--- src/rtl/mycpu_store_unit.sv ---
// Memory-stage store issuer: builds byte strobe and lane-aligned data for sb/sh/sw/swl/swr
// and runs one SRAM-like write transaction. Optional macro: MYCPU_STORE_ALIGN_CHECK_EN.
module mycpu_store_unit (
    input  logic        clk,
    input  logic        resetn,
    input  logic        in_valid,
    output logic        in_ready,
    input  logic [2:0]  in_mode,
    input  logic [31:0] in_addr,
    input  logic [31:0] in_rt,
    input  logic        flush,
    output logic        data_req,
    output logic        data_wr,
    output logic [1:0]  data_size,
    output logic [31:0] data_addr,
    output logic [31:0] data_wdata,
    output logic [3:0]  data_wstrb,
    input  logic        data_addr_ok,
    input  logic        data_data_ok,
    output logic        done_valid,
    input  logic        done_ready,
    output logic        done_ades
);

    localparam int unsigned AW = 32;
    localparam int unsigned DW = 32;
    localparam int unsigned SW = 4;

    localparam logic [2:0] MODE_SB  = 3'd0;
    localparam logic [2:0] MODE_SH  = 3'd1;
    localparam logic [2:0] MODE_SW  = 3'd2;
    localparam logic [2:0] MODE_SWL = 3'd3;
    localparam logic [2:0] MODE_SWR = 3'd4;

    typedef enum logic [2:0] {
        S_IDLE = 3'd0,
        S_REQ  = 3'd1,
        S_WAIT = 3'd2,
        S_DONE = 3'd3,
        S_ERR  = 3'd4
    } state_t;

    state_t state, state_nx;
    logic   drop, drop_nx;
    logic   load;
    logic   accept;
    logic   illegal;
    logic   misalign;

    logic [1:0]    a;
    logic [SW-1:0] st_strb;
    logic [DW-1:0] st_wdata;
    logic [1:0]    st_size;
    logic [AW-1:0] st_addr;

    logic [SW-1:0] wstrb_q;
    logic [DW-1:0] wdata_q;
    logic [1:0]    size_q;
    logic [AW-1:0] addr_q;

    assign a      = in_addr[1:0];
    assign accept = in_valid & in_ready & ~flush;

    // Store formatting: strobe, lane-aligned data, size and bus address
    always_comb begin
        st_strb  = '0;
        st_wdata = '0;
        st_size  = 2'd0;
        st_addr  = '0;
        illegal  = 1'b0;
        case (in_mode)
            MODE_SB: begin
                st_strb  = SW'(4'b0001 << a);
                st_wdata = {4{in_rt[7:0]}};
                st_size  = 2'd0;
                st_addr  = in_addr;
            end
            MODE_SH: begin
                st_strb  = SW'(4'b0011 << {a[1], 1'b0});
                st_wdata = {2{in_rt[15:0]}};
                st_size  = 2'd1;
                st_addr  = {in_addr[31:1], 1'b0};
            end
            MODE_SW: begin
                st_strb  = 4'b1111;
                st_wdata = in_rt;
                st_size  = 2'd2;
                st_addr  = {in_addr[31:2], 2'b00};
            end
            MODE_SWL: begin
                st_size = 2'd2;
                st_addr = {in_addr[31:2], 2'b00};
                case (a)
                    2'd0: begin st_strb = 4'b0001; st_wdata = {24'b0, in_rt[31:24]}; end
                    2'd1: begin st_strb = 4'b0011; st_wdata = {16'b0, in_rt[31:16]}; end
                    2'd2: begin st_strb = 4'b0111; st_wdata = {8'b0, in_rt[31:8]};   end
                    default: begin st_strb = 4'b1111; st_wdata = in_rt;              end
                endcase
            end
            MODE_SWR: begin
                st_size = 2'd2;
                st_addr = {in_addr[31:2], 2'b00};
                case (a)
                    2'd0: begin st_strb = 4'b1111; st_wdata = in_rt;                 end
                    2'd1: begin st_strb = 4'b1110; st_wdata = {in_rt[23:0], 8'b0};   end
                    2'd2: begin st_strb = 4'b1100; st_wdata = {in_rt[15:0], 16'b0};  end
                    default: begin st_strb = 4'b1000; st_wdata = {in_rt[7:0], 24'b0}; end
                endcase
            end
            default: illegal = 1'b1;
        endcase
    end

`ifdef MYCPU_STORE_ALIGN_CHECK_EN
    logic ades_q;

    assign misalign = ((in_mode == MODE_SH) & a[0]) | ((in_mode == MODE_SW) & (|a));

    always_ff @(posedge clk or negedge resetn) begin
        if (!resetn)     ades_q <= 1'b0;
        else if (accept) ades_q <= misalign;
    end
`else
    assign misalign = 1'b0;
`endif

    // State register
    always_ff @(posedge clk or negedge resetn) begin
        if (!resetn) begin
            state <= S_IDLE;
            drop  <= 1'b0;
        end else begin
            state <= state_nx;
            drop  <= drop_nx;
        end
    end

    // Next-state logic; drop remembers a flush that arrived after the address phase
    always_comb begin
        state_nx = state;
        drop_nx  = drop;
        load     = 1'b0;
        case (state)
            S_IDLE: begin
                drop_nx = 1'b0;
                if (accept) begin
                    if (illegal | misalign) begin
                        state_nx = S_ERR;
                    end else begin
                        state_nx = S_REQ;
                        load     = 1'b1;
                    end
                end
            end
            S_REQ: begin
                if (data_addr_ok) begin
                    if (data_data_ok) begin
                        state_nx = flush ? S_IDLE : S_DONE;
                    end else begin
                        state_nx = S_WAIT;
                        drop_nx  = flush;
                    end
                end else if (flush) begin
                    state_nx = S_IDLE;
                end
            end
            S_WAIT: begin
                if (data_data_ok) begin
                    state_nx = (drop | flush) ? S_IDLE : S_DONE;
                    drop_nx  = 1'b0;
                end else if (flush) begin
                    drop_nx = 1'b1;
                end
            end
            S_DONE, S_ERR: begin
                if (done_ready | flush) state_nx = S_IDLE;
            end
            default: state_nx = S_IDLE;
        endcase
    end

    // Output decode from the state register
    always_comb begin
        in_ready   = 1'b0;
        data_req   = 1'b0;
        data_wr    = 1'b0;
        done_valid = 1'b0;
        done_ades  = 1'b0;
        case (state)
            S_IDLE: in_ready = 1'b1;
            S_REQ: begin
                data_req = 1'b1;
                data_wr  = 1'b1;
            end
            S_DONE: done_valid = 1'b1;
            S_ERR: begin
                done_valid = 1'b1;
`ifdef MYCPU_STORE_ALIGN_CHECK_EN
                done_ades  = ades_q;
`endif
            end
            default: ;
        endcase
    end

    // Bus fields captured at acceptance, held stable through the transaction
    always_ff @(posedge clk or negedge resetn) begin
        if (!resetn) begin
            wstrb_q <= '0;
            wdata_q <= '0;
            size_q  <= 2'd0;
            addr_q  <= '0;
        end else if (load) begin
            wstrb_q <= st_strb;
            wdata_q <= st_wdata;
            size_q  <= st_size;
            addr_q  <= st_addr;
        end
    end

    assign data_wstrb = wstrb_q;
    assign data_wdata = wdata_q;
    assign data_size  = size_q;
    assign data_addr  = addr_q;

endmodule

--- config.mk ---
export PLATFORM = sky130hd
export DESIGN_NAME = mycpu_store_unit
export DESIGN_NICKNAME = d
export VERILOG_FILES = /design/src/rtl/mycpu_store_unit.sv
export SDC_FILE = /design/constraint.sdc
export NUM_CORES = 1
export LEC_CHECK = 0
export CORE_UTILIZATION = 40
export DETAILED_ROUTE_END_ITERATION = 8
export GPL_TIMING_DRIVEN = 0
export PLACE_DENSITY = 0.68
export SKIP_LAST_GASP = 1
export SLEW_MARGIN = 25
export SYNTH_ARGS = -nofsm -noshare
export SYNTH_HDL_FRONTEND = slang
export SYNTH_SLANG_ARGS = --single-unit
--- constraint.sdc ---
create_clock -name clk -period 2.3 [get_ports clk]
set_input_delay 0.46 -clock clk [delete_from_list [all_inputs] [get_ports clk]]
set_output_delay 0.46 -clock clk [all_outputs]
set_load 0.05 [all_outputs]
==> results by group, run 1 <==
Setup path
  – R2R Setup Slk: 0.38 ns
  – Setup crit end kind: flop
  – Origin of the worst setup path: in_mode[2]
  – R2R Path Start: state[2]$_DFFE_PN0P_
  – FF-to-FF path depth: 5
  – CP startpoint kind: input pin
  – Worst r2r dst: data_wdata[16]$_DFFE_PN0P_
  – Req. time, crit path: roughly 2.5 ns
  – Worst EP arrival: 2.48 ns
  – Max FO, Critical Path: 10
  – Worst Path Class, Setup: input pin to flop
  – Worst setup path end: data_wdata[31]$_DFFE_PN0P_

Power and ir drop
  – Internal power: about 4.2 mW
  – Max IR drop VDD: approximately 0.77 mV
  – Clk network pwr share: 0.136
  – Tot Pwr: 8.470 mW
  – Sequential share of power: 0.272
  – Leakage power: 2.632 nW
  – Switching Fraction: 0.5040
  – Pwr/cell area: about 1400 nW/µm²
  – Net switching power: between 4 and 5 mW
  – Logic pwr share: 0.592

Min path
  – Min-delay src: data_addr[5]$_DFFE_PN0P_
  – HP Class: flop to flop

Synth
  – Synth area leaders: dfrtp_1, nand2_1, mux4_2
  – Ys flop type: dfrtp_1
  – Syn avg cell area: 8.779 µm²
  – Unique masters post-synth: 56
  – Number of synthesis warnings: 0
  – Cells after Synth: a little under 500
  – Register area share after synthesis: 0.4322
  – Synth async-reset ratio: 1.000
  – Post-synth EDFFs: 0
  – #FFs+latches synth: 74
  – Top-area cell type share of the netlist area: 0.4322
  – Cell accounting for the most synthesized area: dfrtp_1
  – Syn Nets: between 500 and 600
  – Post-Syn Area: between 4000 and 5000 µm²

Floorplan
  – Die height: around 110 µm
  – Die X: approximately 110 µm
  – Initial Utilization: 0.4131
  – I/O pin total: about 150
  – Rows: 37
  – Core area: around 10000 µm²
  – Die ar.: ~11000 µm²

Timing
  – Final setup fails: 0
  – Slew headroom: 0.5214
  – RSZ-0062 raised after global routing: true
  – Max Slew Vio Count: 0
  – Worst slew pin tran: 0.7136 ns
  – Share of the clock period used by the worst path after layout: 0.9858
  – F_max: 441.0 MHz
  – Crit path time final: 2.267 ns
  – Final hold slack: 0.4765 ns
  – Final Skew: 0.01142 ns
  – Hold Fails Final Rpt: 0
  – Setup TNS: 0 ns

Clock tree
  – Reg clk slew, reported paths: around 0.080 ns
  – H-tree levels: 3
  – TritonCTS clock tree: built
  – CTS Buf Count: 9
  – Clock buffer depth: 2
  – Clk Latency, worst-skew pair: 0.35 ns
  – Clock sinks: 74
  – Post-CTS setup buffer count: 0
  – Root buf cell: clkbuf_8

GRT
  – Total grt overflow: 0
  – Largest net degree at the start of global routing: 53
  – Vias in the first global route: 4481
  – Global-route wire length before repair: approximately 24000 µm
  – Initial antenna violation count: 0
  – GRT Util Overall: 0.2717

Routing
  – Via density: about 5.6
  – DRC violations left: 0
  – Routed WL: roughly 15000 µm
  – Initial DRT Pass Iterations: 7
  – Violation count after the first detailed-route iteration: approximately 430
  – DRT antenna net count: 0
  – Drt wl/cell: approximately 19 µm
  – Via count: between 4000 and 5000

Placement
  – Placed cell areas: a little under 6000 µm²
  – Buffers added on ports: about 140
  – Gp weighted congestion: about 0.93
  – Final HPWL DP: 10820 µm

Layout
  – Diodes inserted: 0
  – Footprint of the multi-input gates: between 2000 and 2500 µm²
  – Sequential cell area: between 1500 and 2000 µm²
  – Layout cells sized above 1: 0.09538
  – P&R area growth vs syn: 43.60%
  – Fill count: between 900 and 1000
  – Final Instance Area: slightly above 6000 µm²
  – # nets final: ~720

Outcome
  – Outcome: completed

Run
  – # Max-Cap Violations: 0
cell usage in the layout, fill, tap and decap left out, types with 4 or more instances in the layout:
| master | netlist | layout |
|---|---|---|
| nand2b_1 | 6 | 6 |
| clkdlybuf4s50_1 | 0 | 139 |
| clkbuf_8 | 0 | 9 |
| nor2b_1 | 8 | 8 |
| and2_1 | 7 | 7 |
| a222oi_1 | 4 | 4 |
| nor2_1 | 25 | 25 |
| mux4_2 | 8 | 8 |
| mux2_1 | 4 | 4 |
| a22oi_1 | 6 | 6 |
| o21ai_1 | 29 | 29 |
| buf_6 | 4 | 4 |
| buf_2 | 17 | 17 |
| a32oi_1 | 8 | 8 |
| a31oi_1 | 18 | 18 |
| a21oi_1 | 25 | 25 |
| a221oi_1 | 8 | 8 |
| a22o_1 | 11 | 11 |
| clkbuf_1 | 16 | 16 |
| mux2i_1 | 8 | 8 |
| nor3_1 | 4 | 4 |
| nand2_1 | 129 | 129 |
| buf_4 | 4 | 5 |
| o21ai_0 | 12 | 12 |
| dfrtp_1 | 74 | 74 |
| inv_1 | 6 | 6 |
per-layer routing:
metal / vias to the layer above / track usage / wire, µm
li1: 2059 / - / -
met1: 2112 / 0.3656 / 6312
met5: - / 0 / 0
met4: 0 / 0.08829 / 301
met2: 235 / 0.4492 / 6911
met3: 25 / 0.04205 / 1083
synthesized netlist by cell type, types with 6 or more instances:
library cell  instances
mux2i_1               8
nor2b_1               8
nand2b_1              6
nor2_1               25
clkbuf_1             16
dfrtp_1              74
o21ai_1              29
and2_1                7
a21oi_1              25
a221oi_1              8
a22o_1               11
inv_1                 6
a31oi_1              18
a32oi_1               8
a22oi_1               6
o21ai_0              12
buf_2                17
mux4_2                8
nand2_1             129
metrics by stage:
stage                     instances    util  worst slack [ns]
final                           786  0.5933           0.03258
after global routing            786  0.5933         -0.005254
after CTS                       785  0.5930           -0.1455
after detailed placement        769  0.5714           -0.2375
after global placement          768  0.5690            -1.798
after floorplan                 488       -           0.08574
timing repair:
item	CTS	global route
gates resized for setup	6	5
cloned	0	0
pin swaps	0	0
hold buffers	0	1
hold endpoints to repair	0	3
setup endpoints to repair	4	2
worst min path at each step:
stage	slack, ns	depth (start not counted)	endpoint
global route	0.51	2	data_addr[8]$_DFFE_PN0P_
detailed placement	0.38	1	data_wdata[14]$_DFFE_PN0P_
CTS	0.0005	1	data_wdata[14]$_DFFE_PN0P_
finish	0.48	2	data_addr[5]$_DFFE_PN0P_
global placement	0.46	2	data_addr[0]$_DFFE_PN0P_
floorplan	0.16	0	data_addr[0]$_DFFE_PN0P_
critical path: stages:
cell and delay, ns:
clkdlybuf4s50_1 0.57, nand2b_1 0.24, a21oi_2 0.10, clkbuf_1 0.30
a221oi_1 0.68, o21ai_1 0.12
cells by family after synthesis:
family	count (synthesis)	synth area share
and+or+nand+nor	200	0.2147
AOI/OAI and AO/OA	143	0.2217
DFF	74	0.4322
buffers and inverters	50	0.05929
muxes	20	0.07126
other	1	0.0008753
registers in the layout, indices dropped and copies added, names as in the netlist:
name / flops
state: 3
data_size: 2
data_wstrb: 4
drop: 1
data_wdata: 32
data_addr: 32
power by group through the flow:
stage	clock, mW	sequential [mW]	combinational [mW]
5_1_grt	1.25	2.39	5.26
3_5_place_dp	0	2.33	5.04
4_1_cts	1.18	2.31	5.04
3_3_place_gp	0	2.30	5.01
2_1_floorplan	0	4.45	1.10
6_report	1.15	2.30	5.02
final cells by class:
class / instances / share of cell area
Buffer: 43 / 0.03701
Clock buffer: 9 / 0.02013
Clock inverter: 7 / 0.01668
Inverter: 7 / 0.004271
Multi-Input combinational cell: 364 / 0.3549
Sequential cell: 74 / 0.3010
Tap cell: 136 / 0.02766
Timing Repair Buffer: 146 / 0.2384
No activity file was read; power rests on OpenSTA's default activity.
==> run 2, diff against run 1 <==
CTS_CLUSTER_DIAMETER = 200   (was unset)
==> results of run 2 <==
No change in the layout: final DEF, timing and power equal those of run 1.
==> run 3, diff against run 2 <==
CAP_MARGIN = 20   (was unset)
==> results of run 3 <==
No change in the layout: final DEF, timing and power equal those of run 1.
